<file path="src/rtl/lia_regs_avs.sv">
// lia_regs_avs -- Avalon-MM register bank for the lock-in control path.
//
// Holds per-channel NCO phase increment/offset settings behind shadow
// registers, so every channel retunes in the same cycle. The retune happens
// either immediately or aligned to the next lock-in sample. Also holds the
// direct DAC/gain controls, and captures coherent X/Y snapshots of all
// channels together with a 16-bit sample count.
//
// Ports:
//   clk, reset            system clock, asynchronous active-high reset
//   avs_*                 Avalon-MM slave: 6-bit word address, read latency 1,
//                         waitrequest only for shadow writes during a pending
//                         sample-aligned commit
//   lia_x, lia_y          lock-in results per channel (ch0 in LSBs)
//   lia_valid             one-cycle strobe marking a new coherent sample
//   phase_incr/phase_offs active phase settings (ch0 in LSBs)
//   control_bits, dac_gain, dac_div, gain_ctrl  direct control registers
//   update_pulse          high in the first cycle new phase settings are visible
module lia_regs_avs #(
  parameter int N_CH    = 8,
  parameter int PHASE_W = 20,
  parameter int LIA_W   = 16
) (
  input  logic                    clk,
  input  logic                    reset,
  input  logic [5:0]              avs_address,
  input  logic                    avs_read,
  input  logic                    avs_write,
  input  logic [31:0]             avs_writedata,
  output logic [31:0]             avs_readdata,
  output logic                    avs_readdatavalid,
  output logic                    avs_waitrequest,
  input  logic [N_CH*LIA_W-1:0]   lia_x,
  input  logic [N_CH*LIA_W-1:0]   lia_y,
  input  logic                    lia_valid,
  output logic [N_CH*PHASE_W-1:0] phase_incr,
  output logic [N_CH*PHASE_W-1:0] phase_offs,
  output logic [7:0]              control_bits,
  output logic [7:0]              dac_gain,
  output logic [7:0]              dac_div,
  output logic [5:0]              gain_ctrl,
  output logic                    update_pulse
);

  typedef enum logic [1:0] {
    SNAP_IDLE  = 2'd0,
    SNAP_ARMED = 2'd1,
    SNAP_DONE  = 2'd2
  } snap_t;

  logic [PHASE_W-1:0] shadow_incr [N_CH];
  logic [PHASE_W-1:0] shadow_offs [N_CH];
  logic [PHASE_W-1:0] act_incr    [N_CH];
  logic [PHASE_W-1:0] act_offs    [N_CH];
  logic [LIA_W-1:0]   snap_x      [N_CH];
  logic [LIA_W-1:0]   snap_y      [N_CH];
  logic [15:0]        sample_cnt;
  logic [15:0]        snap_cnt;
  logic               commit_pending;
  snap_t              snap_state;
  snap_t              snap_next;
  logic               snap_capture;

  logic               wr_en;
  logic               commit_wr;
  logic               commit_now;
  logic               snap_wr;
  logic [2:0]         ch_idx;
  logic [31:0]        rd_mux;
  logic [31-PHASE_W:0] unused_wdata;

  assign unused_wdata = avs_writedata[31:PHASE_W];
  assign ch_idx       = avs_address[2:0];

  // Only shadow writes stall, and only while a sample-aligned commit waits;
  // this keeps the committed set from being altered before it is applied.
  assign avs_waitrequest = avs_write && (avs_address[5:4] == 2'b00) && commit_pending;
  assign wr_en           = avs_write && !avs_waitrequest;
  assign commit_wr       = wr_en && (avs_address == 6'h14);
  assign snap_wr         = wr_en && (avs_address == 6'h15);

  // The pending flag is tested before it is set, so a sample-aligned commit
  // written alongside lia_valid waits for the following sample.
  assign commit_now = (commit_wr && !avs_writedata[0]) || (commit_pending && lia_valid);

  // Shadow and direct registers
  always_ff @(posedge clk or posedge reset) begin
    if (reset) begin
      for (int unsigned i = 0; i < N_CH; i++) begin
        shadow_incr[i] <= '0;
        shadow_offs[i] <= '0;
      end
      control_bits <= '0;
      dac_gain     <= '0;
      dac_div      <= '0;
      gain_ctrl    <= '0;
    end else if (wr_en) begin
      if (avs_address[5:3] == 3'b000) shadow_incr[ch_idx] <= avs_writedata[PHASE_W-1:0];
      if (avs_address[5:3] == 3'b001) shadow_offs[ch_idx] <= avs_writedata[PHASE_W-1:0];
      case (avs_address)
        6'h10:   control_bits <= avs_writedata[7:0];
        6'h11:   dac_gain     <= avs_writedata[7:0];
        6'h12:   dac_div      <= avs_writedata[7:0];
        6'h13:   gain_ctrl    <= avs_writedata[5:0];
        default: ;
      endcase
    end
  end

  // Commit: shadow -> active
  always_ff @(posedge clk or posedge reset) begin
    if (reset) begin
      for (int unsigned i = 0; i < N_CH; i++) begin
        act_incr[i] <= '0;
        act_offs[i] <= '0;
      end
      commit_pending <= 1'b0;
      update_pulse   <= 1'b0;
    end else begin
      update_pulse <= commit_now;
      if (commit_now) begin
        for (int unsigned i = 0; i < N_CH; i++) begin
          act_incr[i] <= shadow_incr[i];
          act_offs[i] <= shadow_offs[i];
        end
        commit_pending <= 1'b0;
      end else if (commit_wr && avs_writedata[0]) begin
        commit_pending <= 1'b1;
      end
    end
  end

  always_comb begin
    phase_incr = '0;
    phase_offs = '0;
    for (int unsigned i = 0; i < N_CH; i++) begin
      phase_incr[i*PHASE_W +: PHASE_W] = act_incr[i];
      phase_offs[i*PHASE_W +: PHASE_W] = act_offs[i];
    end
  end

  // Snapshot FSM; a SNAP_CTRL write takes priority over a concurrent sample,
  // so the arming cycle itself never captures.
  always_ff @(posedge clk or posedge reset) begin
    if (reset) snap_state <= SNAP_IDLE;
    else       snap_state <= snap_next;
  end

  always_comb begin
    snap_next    = snap_state;
    snap_capture = 1'b0;
    if (snap_wr) begin
      if (avs_writedata[0])              snap_next = SNAP_ARMED;
      else if (snap_state == SNAP_ARMED) snap_next = SNAP_IDLE;
    end else if ((snap_state == SNAP_ARMED) && lia_valid) begin
      snap_next    = SNAP_DONE;
      snap_capture = 1'b1;
    end
  end

  always_ff @(posedge clk or posedge reset) begin
    if (reset) begin
      for (int unsigned i = 0; i < N_CH; i++) begin
        snap_x[i] <= '0;
        snap_y[i] <= '0;
      end
      sample_cnt <= '0;
      snap_cnt   <= '0;
    end else begin
      if (lia_valid) sample_cnt <= sample_cnt + 16'd1;
      if (snap_capture) begin
        // Capture only occurs on lia_valid, so the count includes this sample.
        snap_cnt <= sample_cnt + 16'd1;
        for (int unsigned i = 0; i < N_CH; i++) begin
          snap_x[i] <= lia_x[i*LIA_W +: LIA_W];
          snap_y[i] <= lia_y[i*LIA_W +: LIA_W];
        end
      end
    end
  end

  // Read path
  always_comb begin
    rd_mux = '0;
    if (avs_address[5:3] == 3'b000)      rd_mux = 32'(shadow_incr[ch_idx]);
    else if (avs_address[5:3] == 3'b001) rd_mux = 32'(shadow_offs[ch_idx]);
    else if (avs_address[5:3] == 3'b100) rd_mux = 32'(signed'(snap_x[ch_idx]));
    else if (avs_address[5:3] == 3'b101) rd_mux = 32'(signed'(snap_y[ch_idx]));
    else begin
      case (avs_address)
        6'h10:   rd_mux = {24'd0, control_bits};
        6'h11:   rd_mux = {24'd0, dac_gain};
        6'h12:   rd_mux = {24'd0, dac_div};
        6'h13:   rd_mux = {26'd0, gain_ctrl};
        6'h14:   rd_mux = {31'd0, commit_pending};
        6'h15:   rd_mux = {30'd0, (snap_state == SNAP_ARMED), (snap_state == SNAP_DONE)};
        6'h16:   rd_mux = {16'd0, snap_cnt};
        default: rd_mux = '0;
      endcase
    end
  end

  always_ff @(posedge clk or posedge reset) begin
    if (reset) begin
      avs_readdata      <= '0;
      avs_readdatavalid <= 1'b0;
    end else begin
      avs_readdatavalid <= avs_read && !avs_write;
      if (avs_read && !avs_write) avs_readdata <= rd_mux;
    end
  end

endmodule

</file>
<file path="config.mk">
export PLATFORM = sky130hd
export DESIGN_NAME = lia_regs_avs
export DESIGN_NICKNAME = d
export VERILOG_FILES = /design/src/rtl/lia_regs_avs.sv
export SDC_FILE = /design/constraint.sdc
export NUM_CORES = 2
export LEC_CHECK = 0
export ABC_AREA = 1
export CAP_MARGIN = 20
export CORE_MARGIN = 2
export CORE_UTILIZATION = 45
export DETAILED_ROUTE_END_ITERATION = 16
export PLACE_DENSITY = 0.69
export SLEW_MARGIN = 20
export SYNTH_ARGS = -nofsm -noshare
export SYNTH_HDL_FRONTEND = slang
export SYNTH_SLANG_ARGS = --single-unit
</file>
<file path="constraint.sdc">
create_clock -name clk -period 38.9 [get_ports clk]
set_input_delay 7.78 -clock clk [delete_from_list [all_inputs] [get_ports clk]]
set_output_delay 7.78 -clock clk [all_outputs]
set_load 0.05 [all_outputs]
</file>
* Yosys cells after proc, flatten, opt, wreduce, memory -nomap -nowiden *
Index checks and enable logic that the tools add are counted.

word-level totals
  output and inout port bits = 385
  input bits = 299
  logic and storage cells = 131
  bits in registers = 995

cells by class
  multiplexer cells = 29
  reduce and logical (&&, ||, !) cells = 26
  bitwise logic cells = 1
  $add $sub $neg = 1
  magnitude comparators = 2
  equal/unequal tests = 13

operator list
  operator               count
  $bwmux 160             2
  $mux 32                4
  $bmux 20 s3            2
  $pmux 16 s7            1
  $mux 20                5
  $bmux 16 s3            2
  $mux 16                4
  $demux 20 s3           1
  $eq 6x5->1 const B     7
  $add 16x1->16 const B  1
  $reduce_and 2->1       7
  $logic_and 1x1->1      11
  $mux 2                 4
  $eq 3x3->1 const B     2
  $ge 4x4->1 const B     1
  $lt 4x1->1 const B     1
  $mux 1                 4
  $not 3->4              1
  $reduce_bool 2->1      2
  $eq 3x1->1 const B     1
  $logic_not 1->1        3
  $logic_not 3->1        1
  $ne 3x2->1 const B     1
  $eq 2x1->1 const B     1
  3 further kinds        3

* Logic depth before layout (Yosys ltp) *
  depth after elaboration = 9
  depth in mapped cells = 12
  mapped depth without buffers = 10

* Worst setup path after synthesis *
Ideal clock, no wire load.

  kind = input port to output port
  from = in avs_address[4]
  to = out avs_waitrequest
  required time = 31,120 ps
  buffers on the path = 0
  stages = 3
  path slack = 22,455 ps
  arrival time = 8,665 ps
  path through = nor2_2 -> inv_1 -> nor2_1

between the ends
  longest elaborated chain between the ends = 3

ends and longest elaborated chain
  element                         line  source
  start: declaration              26    input logic [5:0] avs_address,
  $logic_not 2->1                 77    assign avs_waitrequest = avs_write && (avs_address[5:4] == 2'b00) && commit_pending;
  $logic_and 1x1->1 (2 in a row)  77
  end: declaration                32    output logic avs_waitrequest,

No other way between the ends.

* Final worst setup path *
Same ends and word-level chain as after synthesis.

==> impl_metrics.env <==
export IMPL_status="finished, final reports clean"
export IMPL_grt_pass1_wl_um=218000
export IMPL_power_density_nw_per_um2=68.0
export IMPL_drv_cap=0
export IMPL_synth_cell_type_count=28
export IMPL_initial_core_util=0.453
export IMPL_numCtsBuffers=103
export IMPL_irDropWorstVdd_v=0.0000358
export IMPL_h_tree_depth=3
export IMPL_yosysWarnings=0
export IMPL_synth_top_cell_by_area="dfrtp_1"
export IMPL_final_layout_size_suffix_gt1_frac=0.0534
export IMPL_period_minus_slack_ps=17500
export IMPL_rsz0062_at_grt="no"
export IMPL_r2r_start="snap_state[1]$_DFFE_PP0P_"
export IMPL_min_path_type="flop to flop"
export IMPL_holdWs_ps=477
export IMPL_rr_worst_depth=9
export IMPL_grt_usage=0.307
export IMPL_cts_sinks=984
export IMPL_cts_setup_buffers=0
export IMPL_first_pass_iters=7
export IMPL_synth_top_family_by_area="simple AND/OR/NAND/NOR gates"
export IMPL_port_buffers=671
export IMPL_finalCritPeriodShare=0.450
export IMPL_worst_endpoint_arrival_ps=9720
export IMPL_postSynthAreaPerCell_sq_um=8.37
export IMPL_clkSlewWorstSetupHoldPaths_ps=60
export IMPL_syn_nets=5335
export IMPL_synthMuxAreaShare=0.00401
export IMPL_synth_compound_area_frac=0.115
export IMPL_synth_flop_cell="dfrtp_1"
export IMPL_grt_pass1_vias=34200
export IMPL_crit_path_cell_trace="clkdlybuf4s50_1 > nor2_2 > inv_1 > nor2_1 > clkdlybuf4s50_1"
export IMPL_gp_congestion=0.886
export IMPL_grt_overflow=0
export IMPL_synth_edf_count=0
export IMPL_hold_path_depth=2
export IMPL_worst_setup_path_end_kind="output port"
export IMPL_hold_viol_final=0
export IMPL_synth_cells=5035
export IMPL_io_pin_count=684
export IMPL_insertion_delay_ps=690
export IMPL_drtAntennaViolNets=0
export IMPL_reg2reg_slack_ps=34840
export IMPL_drc_errors=0
export IMPL_synth_top_cell_area_share=0.585
export IMPL_area_delta_synth_final_pct=25.8
export IMPL_start_kind="input port"
export IMPL_cp_common_cell="clkdlybuf4s50_1"
export IMPL_cp_required_ps=31120
export IMPL_min_to="snap_x[36]$_DFFE_PP0P_"
export IMPL_setup_viol=0
export IMPL_synth_area_sq_um=42100
export IMPL_ys_seq_area_frac=0.585
export IMPL_ys_ff_latch=984
export IMPL_async_flop_share=1.00
export IMPL_max_slew_margin=0.201
export IMPL_die_area_sq_um=96100
export IMPL_final_cells=6896
export IMPL_synth_adder_area_share=0.000297
export IMPL_grt_use_met2=0.480
export IMPL_vias=36300
export IMPL_synth_simple_gate_area_frac=0.215
export IMPL_setup_tns_ps=0
export IMPL_cts_resized=0
export IMPL_path_max_fanout=5
export IMPL_holdBufCountCts=0
export IMPL_antenna_found_initial=14
export IMPL_cts_tree="yes"
export IMPL_synthTopCellsByArea="dfrtp_1 58%, nand2_1 12%, nor2_1 5.8%"
export IMPL_p_leak_nw=24.9
export IMPL_utilization=0.569
export IMPL_synth_commonest_cells="1352 x nand2_1, 984 x dfrtp_1, 648 x nor2_1, 476 x o21ai_0, 443 x a21oi_1"
export IMPL_busiest_layer="met2"
export IMPL_slowest_stage="clkdlybuf4s50_1"
export IMPL_crit_type="input port to output port"
export IMPL_final_nets=5851
export IMPL_worstMarginPinSlew_ps=1200
export IMPL_core_sq_um=93000
export IMPL_grt_max_degree=231
export IMPL_grtUsageMet1=0.402
export IMPL_hpwl_um=103000
export IMPL_row_count=112
export IMPL_root_buffer="clkbuf_16"
export IMPL_clock_path_buffers=3
export IMPL_final_max_slew_viol_count=0
export IMPL_critical_path_max_stage_delay_ps=860
export IMPL_die_x_um=310
export IMPL_synth_xor_area_frac=0.00291
export IMPL_r2r_end="snap_y[30]$_DFFE_PP0P_"
export IMPL_wl_per_cell_um=21.7
export IMPL_fin_skew_ps=30.9
export IMPL_synth_most_common_cell="nand2_1"
export IMPL_drt_iter0_drc=3764
export IMPL_fmax_ghz=0.0571
export IMPL_hp_start="snap_x[36]$_DFFE_PP0P_"
export IMPL_dp_cells=6699
export IMPL_die_h_um=310
export IMPL_routed_wirelength_um=150000
export IMPL_viasPerCell=5.26
export IMPL_met3_usage=0.0654
## final cells by class
| class | count | area [sq um] |
|---|---|---|
| clock inverters | 35 | 464 |
| flip-flops and latches | 984 | 24600 |
| repair buffers | 742 | 7290 |
| fillers | 8438 | 40100 |
| well taps | 1254 | 1570 |
| diodes | 7 | 17.5 |
| multi-input cells | 3276 | 14300 |
| clock buffers | 154 | 3060 |
| inverters | 444 | 1680 |
## sequential cells by signal, indices dropped and copies added, names as in the netlist, 2 cells and up
name,cells
phase_offs,160
gain_ctrl,6
control_bits,8
dac_gain,8
shadow_offs,160
snap_y,128
shadow_incr,160
snap_state,2
phase_incr,160
snap_x,128
avs_readdata,21
snap_cnt,16
sample_cnt,16
dac_div,8
## cell usage in the layout (no fill, tap or decap), types with 18 or more instances in the layout
cell	Yosys	final
clkbuf_1	148	24
clkdlybuf4s50_1	0	668
nor2_1	648	629
o21ai_0	476	476
clkbuf_8	0	25
nor2_2	5	21
buf_4	33	67
inv_1	439	438
clkbuf_16	0	105
a21oi_1	443	443
clkinv_2	0	18
dfrtp_1	984	984
nand4_1	46	46
nand3_1	223	223
nand2_1	1352	1349
## metrics by stage
step	cell area [sq um]	setup slack (ps)	power, mW
floorplan	42100	3440	2.17
finish	53000	21400	3.60
CTS	52900	21390	3.61
detailed placement	49400	21420	2.58
global route	53000	21320	3.77
global placement	49400	21440	2.55
## where the power goes
group / switching, mW / internal (mW) / leakage, nW
logic: 0.727 / 0.350 / 11.4
registers: 0.171 / 1.32 / 11.7
clock network: 0.426 / 0.604 / 1.74
## metal layers
| layer | routed length (um) | up-vias | part of all wire |
|---|---|---|---|
| met5 | 78 | - | 0.00052 |
| met4 | 8610 | 12 | 0.058 |
| met3 | 12900 | 314 | 0.086 |
| met2 | 68500 | 1619 | 0.46 |
| met1 | 59500 | 17400 | 0.40 |
| li1 | - | 16900 | - |
## logic make-up after synthesis
logic type | Yosys count
AOI/OAI and AO/OA | 954
xor gates and xnor gates | 14
adders and majority gates | 1
buffers and inverters | 775
DFF | 984
muxes | 15
and+or+nand+nor | 2292
## worst max-delay path: cells and delay by family
kind	cells	cell delay, ps
AND/OR/NAND/NOR	2	430
buffers and inverters	3	1500
## worst max-delay path by stage
stage / from / endpoint / slack (ps)
finish: avs_address[4] / avs_waitrequest / 21400
global route: avs_address[4] / avs_waitrequest / 21320
CTS: avs_address[4] / avs_waitrequest / 21390
detailed placement: avs_address[4] / avs_waitrequest / 21420
global placement: avs_address[4] / avs_waitrequest / 21440
floorplan: reset / avs_readdata[0]$_DFFE_PP0P_ / 3440
Power figures use the tool's default switching activity.
